[src/rtl/arb_rr_scheduler.sv]
// Round-robin grant authority for one shared resource over the REQ/GNT/REL handshake.
// Registered one-hot grant, one idle cycle between owners, REL-based preemption after C_MAX_HOLD.
//
// state      | meaning
// -----------+---------------------------------------------
// ST_IDLE    | no grant; pick next requester from r_ptr up
// ST_BUSY    | grant held, counting contended cycles
// ST_PREEMPT | grant held, REL asserted until owner drops
module arb_rr_scheduler #(
  parameter int C_NUM_REQ  = 4,
  parameter int C_MAX_HOLD = 256
) (
  input  logic                         aclk,
  input  logic                         areset,
  input  logic [C_NUM_REQ-1:0]         s_req,
  output logic [C_NUM_REQ-1:0]         s_gnt,
  output logic [C_NUM_REQ-1:0]         s_rel,
  output logic                         busy,
  output logic [$clog2(C_NUM_REQ)-1:0] owner
);

  localparam int C_OW = $clog2(C_NUM_REQ);
  localparam int C_HW = (C_MAX_HOLD > 0) ? $clog2(C_MAX_HOLD + 1) : 1;
  localparam logic [C_HW-1:0] C_HOLD_LAST = C_HW'((C_MAX_HOLD > 0) ? C_MAX_HOLD - 1 : 0);
  localparam logic [C_HW-1:0] C_HOLD_SAT  = C_HW'(C_MAX_HOLD);
  localparam logic [C_OW:0]   C_N_EXT     = (C_OW + 1)'(C_NUM_REQ);
  localparam logic [C_OW-1:0] C_LAST_IDX  = C_OW'(C_NUM_REQ - 1);
  localparam logic            C_PREEMPT_EN = (C_MAX_HOLD > 0);

  typedef enum logic [1:0] {
    ST_IDLE    = 2'd0,
    ST_BUSY    = 2'd1,
    ST_PREEMPT = 2'd2
  } state_t;

  state_t                r_state;
  logic [C_NUM_REQ-1:0]  r_gnt;
  logic [C_NUM_REQ-1:0]  r_rel;
  logic [C_OW-1:0]       r_owner;
  logic [C_OW-1:0]       r_ptr;
  logic [C_HW-1:0]       r_hold;

  state_t                w_nxt_state;
  logic [C_NUM_REQ-1:0]  w_nxt_gnt;
  logic [C_NUM_REQ-1:0]  w_nxt_rel;
  logic [C_OW-1:0]       w_nxt_owner;
  logic [C_OW-1:0]       w_nxt_ptr;
  logic [C_HW-1:0]       w_nxt_hold;

  logic [C_NUM_REQ-1:0]  w_req_rot;
  logic [C_OW-1:0]       w_off;
  logic [C_OW:0]         w_sel_sum;
  logic [C_OW-1:0]       w_sel;
  logic [C_OW-1:0]       w_sel_inc;
  logic [C_NUM_REQ-1:0]  w_sel_oh;
  logic                  w_any_req;
  logic                  w_others;

  // Rotate requests so that bit 0 corresponds to r_ptr; first set bit is the winner.
  assign w_req_rot = C_NUM_REQ'({s_req, s_req} >> r_ptr);
  assign w_any_req = |s_req;
  assign w_others  = |(s_req & ~r_gnt);

  always_comb begin
    w_off = '0;
    for (int i = C_NUM_REQ - 1; i >= 0; i--) begin
      if (w_req_rot[i]) w_off = C_OW'(i);
    end
  end

  always_comb begin
    w_sel_sum = {1'b0, r_ptr} + {1'b0, w_off};
    w_sel     = (w_sel_sum >= C_N_EXT) ? C_OW'(w_sel_sum - C_N_EXT) : C_OW'(w_sel_sum);
    w_sel_inc = (w_sel == C_LAST_IDX) ? '0 : w_sel + 1'b1;
    w_sel_oh  = '0;
    w_sel_oh[w_sel] = 1'b1;
  end

  always_comb begin
    w_nxt_state = r_state;
    w_nxt_gnt   = r_gnt;
    w_nxt_rel   = r_rel;
    w_nxt_owner = r_owner;
    w_nxt_ptr   = r_ptr;
    w_nxt_hold  = r_hold;
    case (r_state)
      ST_IDLE: begin
        if (w_any_req) begin
          w_nxt_gnt   = w_sel_oh;
          w_nxt_owner = w_sel;
          w_nxt_ptr   = w_sel_inc;
          w_nxt_hold  = '0;
          w_nxt_state = ST_BUSY;
        end
      end
      ST_BUSY: begin
        if (!s_req[r_owner]) begin
          w_nxt_gnt   = '0;
          w_nxt_state = ST_IDLE;
        end else if (w_others && C_PREEMPT_EN) begin
          // Counter only advances under contention and freezes otherwise.
          if (r_hold == C_HOLD_LAST) begin
            w_nxt_rel   = r_gnt;
            w_nxt_state = ST_PREEMPT;
          end else if (r_hold != C_HOLD_SAT) begin
            w_nxt_hold = r_hold + 1'b1;
          end
        end
      end
      ST_PREEMPT: begin
        if (!s_req[r_owner]) begin
          w_nxt_gnt   = '0;
          w_nxt_rel   = '0;
          w_nxt_state = ST_IDLE;
        end
      end
      default: begin
        w_nxt_gnt   = '0;
        w_nxt_rel   = '0;
        w_nxt_state = ST_IDLE;
      end
    endcase
  end

  always_ff @(posedge aclk) begin
    if (areset) begin
      r_state <= ST_IDLE;
      r_gnt   <= '0;
      r_rel   <= '0;
      r_owner <= '0;
      r_ptr   <= '0;
      r_hold  <= '0;
    end else begin
      r_state <= w_nxt_state;
      r_gnt   <= w_nxt_gnt;
      r_rel   <= w_nxt_rel;
      r_owner <= w_nxt_owner;
      r_ptr   <= w_nxt_ptr;
      r_hold  <= w_nxt_hold;
    end
  end

  assign s_gnt = r_gnt;
  assign s_rel = r_rel;
  assign busy  = |r_gnt;
  assign owner = r_owner;

endmodule

[config.mk]
export PLATFORM = sky130hd
export DESIGN_NAME = arb_rr_scheduler
export DESIGN_NICKNAME = d
export VERILOG_FILES = /design/src/rtl/arb_rr_scheduler.sv
export SDC_FILE = /design/constraint.sdc
export NUM_CORES = 1
export LEC_CHECK = 0
export BUFFER_PORTS_ARGS = -buffer_cell sky130_fd_sc_hd__buf_4
export CAP_MARGIN = 20
export CORE_MARGIN = 3
export CORE_UTILIZATION = 60
export CTS_CLUSTER_DIAMETER = 60
export DETAILED_ROUTE_END_ITERATION = 7
export PLACE_DENSITY = 0.82
export SYNTH_ARGS = -nofsm -noshare
export SYNTH_HDL_FRONTEND = slang
export SYNTH_SLANG_ARGS = --single-unit
[constraint.sdc]
create_clock -name aclk -period 4.2 [get_ports aclk]
set_input_delay 0.84 -clock aclk [delete_from_list [all_inputs] [get_ports aclk]]
set_output_delay 0.84 -clock aclk [all_outputs]
set_load 0.02 [all_outputs]
* Word level (Yosys, flattened, before mapping)
Index checks and enable logic that the tools add are counted.
** Cells by class
- $add $sub $neg :: 4
- Order comparisons :: 4
- Equal/unequal tests :: 15
- Shift operators :: 1
- Muxes and demuxes :: 29
- Bitwise logic cells :: 3
- Reductions and logical operators :: 12
** Operators by type and width (number)
- $mux W9 :: 5
- $mux W2 :: 11
- $mux W4 :: 5
- $pmux W9 S2 :: 1
- $ne A2 B2 Y1 const B :: 8
- $pmux W4 S3 :: 1
- $reduce_or A4 Y1 :: 3
- $add A9 B1 Y9 const B :: 1
- $eq A9 B8 Y1 const B :: 1
- $ne A9 B9 Y1 const B :: 1
- $pmux W4 S2 :: 1
- $shr A8 B2 Y4 :: 1
- $lt A2 B3 Y1 const B :: 2
- $ne A3 B3 Y1 const B :: 2
- $pmux W2 S3 :: 1
- $reduce_and A6 Y1 :: 1
- $reduce_and A5 Y1 :: 1
- $and A4 B4 Y4 :: 1
- $eq A2 B2 Y1 const B :: 2
- $not A4 Y4 :: 1
- $reduce_and A2 Y1 :: 2
- $reduce_and A4 Y1 :: 1
- $add A2 B2 Y3 :: 1
- $ge A3 B3 Y1 const B :: 1
- 12 further kinds :: 13
** Storage, ports and cells
- Register bits :: 23
- Bits of input ports :: 6
- Output and inout port bits :: 11
- Word-level logic and storage cells :: 74

* Depth between registers and ports, before layout
- Depth in word-level cells :: 14
- Mapped depth :: 10
- Gate-level depth less buffers :: 9

* Worst setup path before layout
Ideal clock, no wire load.
- Path type :: input port to flip-flop
- From :: input s_req[3]
- To :: register r_ptr[1]
- Setup time :: 121 ps
- Data arrival time :: 2638 ps
- Required time :: 4079 ps
- Slack :: 1441 ps
- Cell stages on the path :: 9
- Buffers on the path :: 1
- Cell sequence :: clkbuf_1 > nor2_1 > or4_1 > o221ai_1 > ha_1 > xor2_1 > nand2b_1 > mux2i_1 > mux2_2
** On the way
- Word-level cells in the longest chain between the ends :: 10
- Elaborated cells on any way between the ends :: 14
- Classes of those cells :: 3 x add/sub; 1 x order compare; 1 x eq/ne; 1 x shift; 6 x mux; 2 x reduce/logical
** Ends and longest elaborated chain
- from (decl) :: line 15 : input logic [C_NUM_REQ-1:0] s_req,
- $shr A8 B2 Y4 (*) :: line 60 : assign w_req_rot = C_NUM_REQ'({s_req, s_req} >> r_ptr);
- $mux W2 (3 in series) :: line 67 : if (w_req_rot[i]) w_off = C_OW'(i);
- $mux W2 (*) :: line 67
- $add A2 B2 Y3 (*) :: line 72 : w_sel_sum = {1'b0, r_ptr} + {1'b0, w_off};
- $ge A3 B3 Y1 or $sub A2 B1 Y2 (tied branches) :: line 73 : w_sel = (w_sel_sum >= C_N_EXT) ? C_OW'(w_sel_sum - C_N_EXT) : C_OW'(w_sel_sum);
- $mux W2 (*) :: line 73
- named net w_sel[0] :: line 53 : logic [C_OW-1:0] w_sel;
- $add A2 B1 Y2 or $eq A2 B2 Y1 (tied branches) :: line 74 : w_sel_inc = (w_sel == C_LAST_IDX) ? '0 : w_sel + 1'b1;
- $mux W2 (*) :: line 74
- to (signal assigned) :: line 138 : r_ptr <= w_nxt_ptr;
- to (decl) :: line 40 : logic [C_OW-1:0] r_ptr;
Mark *: on every way through the listed nets, which the timed path passes. The rest lies on a longest branch.
A chain may end at the register's enable or synchronous reset.

* Final worst setup path
- From :: register r_ptr[0]
- To :: register r_ptr[1]
** On the way
- Word-level cells in the longest chain between the ends :: 10
- Elaborated cells on any way between the ends :: 12
- Classes of those cells :: 3 x add/sub; 1 x order compare; 1 x eq/ne; 1 x shift; 6 x mux
** Ends and longest elaborated chain (line)
- $shr A8 B2 Y4 :: 60
- $mux W2 (4 in series) :: 67
- $add A2 B2 Y3 (*) :: 72
- $ge A3 B3 Y1 or $sub A2 B1 Y2 (tied branches) :: 73
- $mux W2 (*) :: 73
- named net w_sel[0] :: 53
- $add A2 B1 Y2 or $eq A2 B2 Y1 (tied branches) :: 74
- $mux W2 (*) :: 74
Marked as above.

==> results.sh <==
export IMPL_synthAdderAreaFrac_pct=5.89
export IMPL_clock_skew_ns=0.00515
export IMPL_portBuffers=16
export IMPL_cts_buffer_depth=2
export IMPL_required_ns=4.43
export IMPL_clock_latency_ns=0.32
export IMPL_dpl_hpwl_um=2330
export IMPL_setup_slack_ns=1.70
export IMPL_start_util_pct=65.4
export IMPL_antenna_found_initial=0
export IMPL_hp_class="reg -> reg"
export IMPL_synthMuxAreaShare_pct=4.96
export IMPL_final_max_slew_viol_count=0
export IMPL_dp_cells=218
export IMPL_yosysTopAreaCellShare_pct=31.0
export IMPL_routedWlPerCell_um=14.1
export IMPL_htree_levels=1
export IMPL_timing_worst_setup_path_type="reg -> reg"
export IMPL_ys_async_sr_fraction_pct=0
export IMPL_die_w_um=55.8
export IMPL_rows=17
export IMPL_fin_cells=222
export IMPL_power_per_cell_area_mw_per_mm2=632
export IMPL_die_area_mm2=0.00311
export IMPL_syn_area_per_cell_um2=8.13
export IMPL_worst_setup_path_start_kind="flop"
export IMPL_antenna_cells=0
export IMPL_synth_compound_area_share_pct=24.6
export IMPL_synth_area_leaders="dfxtp_1, ha_1, nand2b_1"
export IMPL_antenna_left=0
export IMPL_yosysUniqueCellTypes=50
export IMPL_yosysWarningCount=0
export IMPL_syn_area_mm2=0.00149
export IMPL_grt_total_usage_pct=21.9
export IMPL_area_delta_synth_final_pct=10.0
export IMPL_nets=208
export IMPL_cts_tree="built"
export IMPL_root_buffer="clkbuf_4"
export IMPL_syn_inst=183
export IMPL_synth_largest_area_cell="dfxtp_1"
export IMPL_path_clk_slew_ns=0.13
export IMPL_ys_ff_latch=23
export IMPL_final_cell_mix="dfxtp_1, nand2_1, a21oi_1, buf_4"
export IMPL_yosys_most_used_dff="dfxtp_1"
export IMPL_wirelength_um=3120
export IMPL_min_period_ns=2.50
export IMPL_fmax_mhz=400
export IMPL_first_global_vias=1220
export IMPL_drt_first_iter_violations=116
export IMPL_io_pin_count=17
export IMPL_fill_cells=181
export IMPL_whs_ns=0.482
export IMPL_period_share_pct=59.5
export IMPL_gp_congestion=0.828
export IMPL_vias=1348
export IMPL_outcome="finished clean"
export IMPL_cts_resized=0
export IMPL_cts_hold_buf=0
export IMPL_leakagePower_nw=0.657
export IMPL_post_place_ws_ns=1.40
export IMPL_worst_pin_slew_ns=0.713
export IMPL_drive_gt1_share_pct=14.9
export IMPL_fp_coreArea_mm2=0.00228
export IMPL_maxCapViolCount=0
export IMPL_drc=0
export IMPL_final_common_cell="dfxtp_1"
export IMPL_end_kind="flop"
export IMPL_grt_setup_unrepaired="false"
export IMPL_grt_max_degree=18
export IMPL_grt_overflow=0
export IMPL_synth_xor_area_share_pct=1.18
export IMPL_slew_headroom_pct=52.5
export IMPL_postCtsSetupRepairBufs=0
export IMPL_synth_seq_area_share_pct=31.0
export IMPL_cts_buffers=3
export IMPL_via_per_inst=6.07
export IMPL_synth_simple_gate_area_share_pct=26.8
export IMPL_synth_top_family_by_area="simple AND/OR/NAND/NOR gates"
export IMPL_grt_pass1_wl_um=5520
export IMPL_synth_nets=196
export IMPL_clkSinkCount=23
export IMPL_setup_viol=0
export IMPL_crit_arrival_ns=2.73
export IMPL_ir_drop_v=0.000428
export IMPL_crit_fanout=11
export IMPL_first_pass_iters=4
export IMPL_setup_tns_ns=0
export IMPL_hold_violations=0
export IMPL_synth_edf_count=0
export IMPL_die_y_um=55.8
[area by class of cell]
type / instances / area (um2) / share of cell area [%]
flip-flops and latches: 23 / 460 / 28.1
multi-input cells: 138 / 945 / 57.7
clock inverters: 1 / 5.00 / 0.306
inverters: 13 / 48.8 / 2.98
repair buffers: 16 / 120 / 7.34
clock buffers: 3 / 22.5 / 1.38
well taps: 28 / 35.0 / 2.14
[through the flow]
step	total power, mW	utilization, %	instance area, um2
CTS	1.03	71.9	1640
floorplan	0.773	-	1490
detailed placement	0.926	70.7	1610
global route	1.12	71.9	1640
global placement	0.911	70.7	1610
finish	1.03	71.9	1640
[routing by layer]
| metal | GRT usage, % | routed length, um | up-vias |
|---|---|---|---|
| met1 | 27.2 | 1470 | 622 |
| met5 | 0 | 0 | - |
| met4 | 9.72 | 57 | 0 |
| met2 | 37.2 | 1440 | 39 |
| li1 | - | - | 683 |
| met3 | 3.25 | 156 | 4 |
[power by group]
part           switching [mW]  total, mW  internal, mW
logic                   0.342      0.593         0.251
clock network          0.0723      0.108        0.0357
registers              0.0627      0.333         0.270
[kinds of logic (layout without fill, tap and decap cells)]
group           Yosys count  after routing
xor+xnor                  2              2
simple gates             74             74
flops                    23             23
buf+inv                  22             33
fa+ha+maj                 7              7
compound gates           49             49
mux                       6              6
[critical path: stages (launching register included)]
cell and delay, ns:
dfxtp_1 0.56, inv_1 0.17, o311a_1 0.38, o221ai_1 0.17, ha_1 0.29, xor2_1 0.18
nand2b_1 0.14, mux2i_1 0.16, mux2_2 0.35
[final timing paths]
check                 from       end  slack (ns)  cells past startpoint
hold / removal    s_rel[1]  s_rel[1]        0.48                      2
setup reg to reg  r_ptr[0]  r_ptr[1]        1.70                      8
setup / recovery  r_ptr[0]  r_ptr[1]        1.70                      8
hold reg to reg   s_rel[1]  s_rel[1]        0.48                      2
[synth_stat cells (3+ instances only)]
| master | n |
|---|---|
| nand2_1 | 16 |
| a21oi_1 | 16 |
| mux2i_1 | 4 |
| clkbuf_1 | 8 |
| nor2b_1 | 3 |
| nor2_1 | 14 |
| and3_1 | 3 |
| dfxtp_1 | 23 |
| o21ai_0 | 7 |
| ha_1 | 7 |
| nand3_1 | 7 |
| inv_1 | 13 |
| or4_1 | 4 |
| a32oi_1 | 3 |
| a211oi_1 | 3 |
| nand2b_1 | 14 |
[flip-flops by register name, summed over array words and instances, names as in the netlist]
signal / cells
owner: 2
s_gnt: 4
r_ptr: 2
s_rel: 4
r_state: 2
r_hold: 9
No activity file was read; power rests on OpenSTA's default activity.
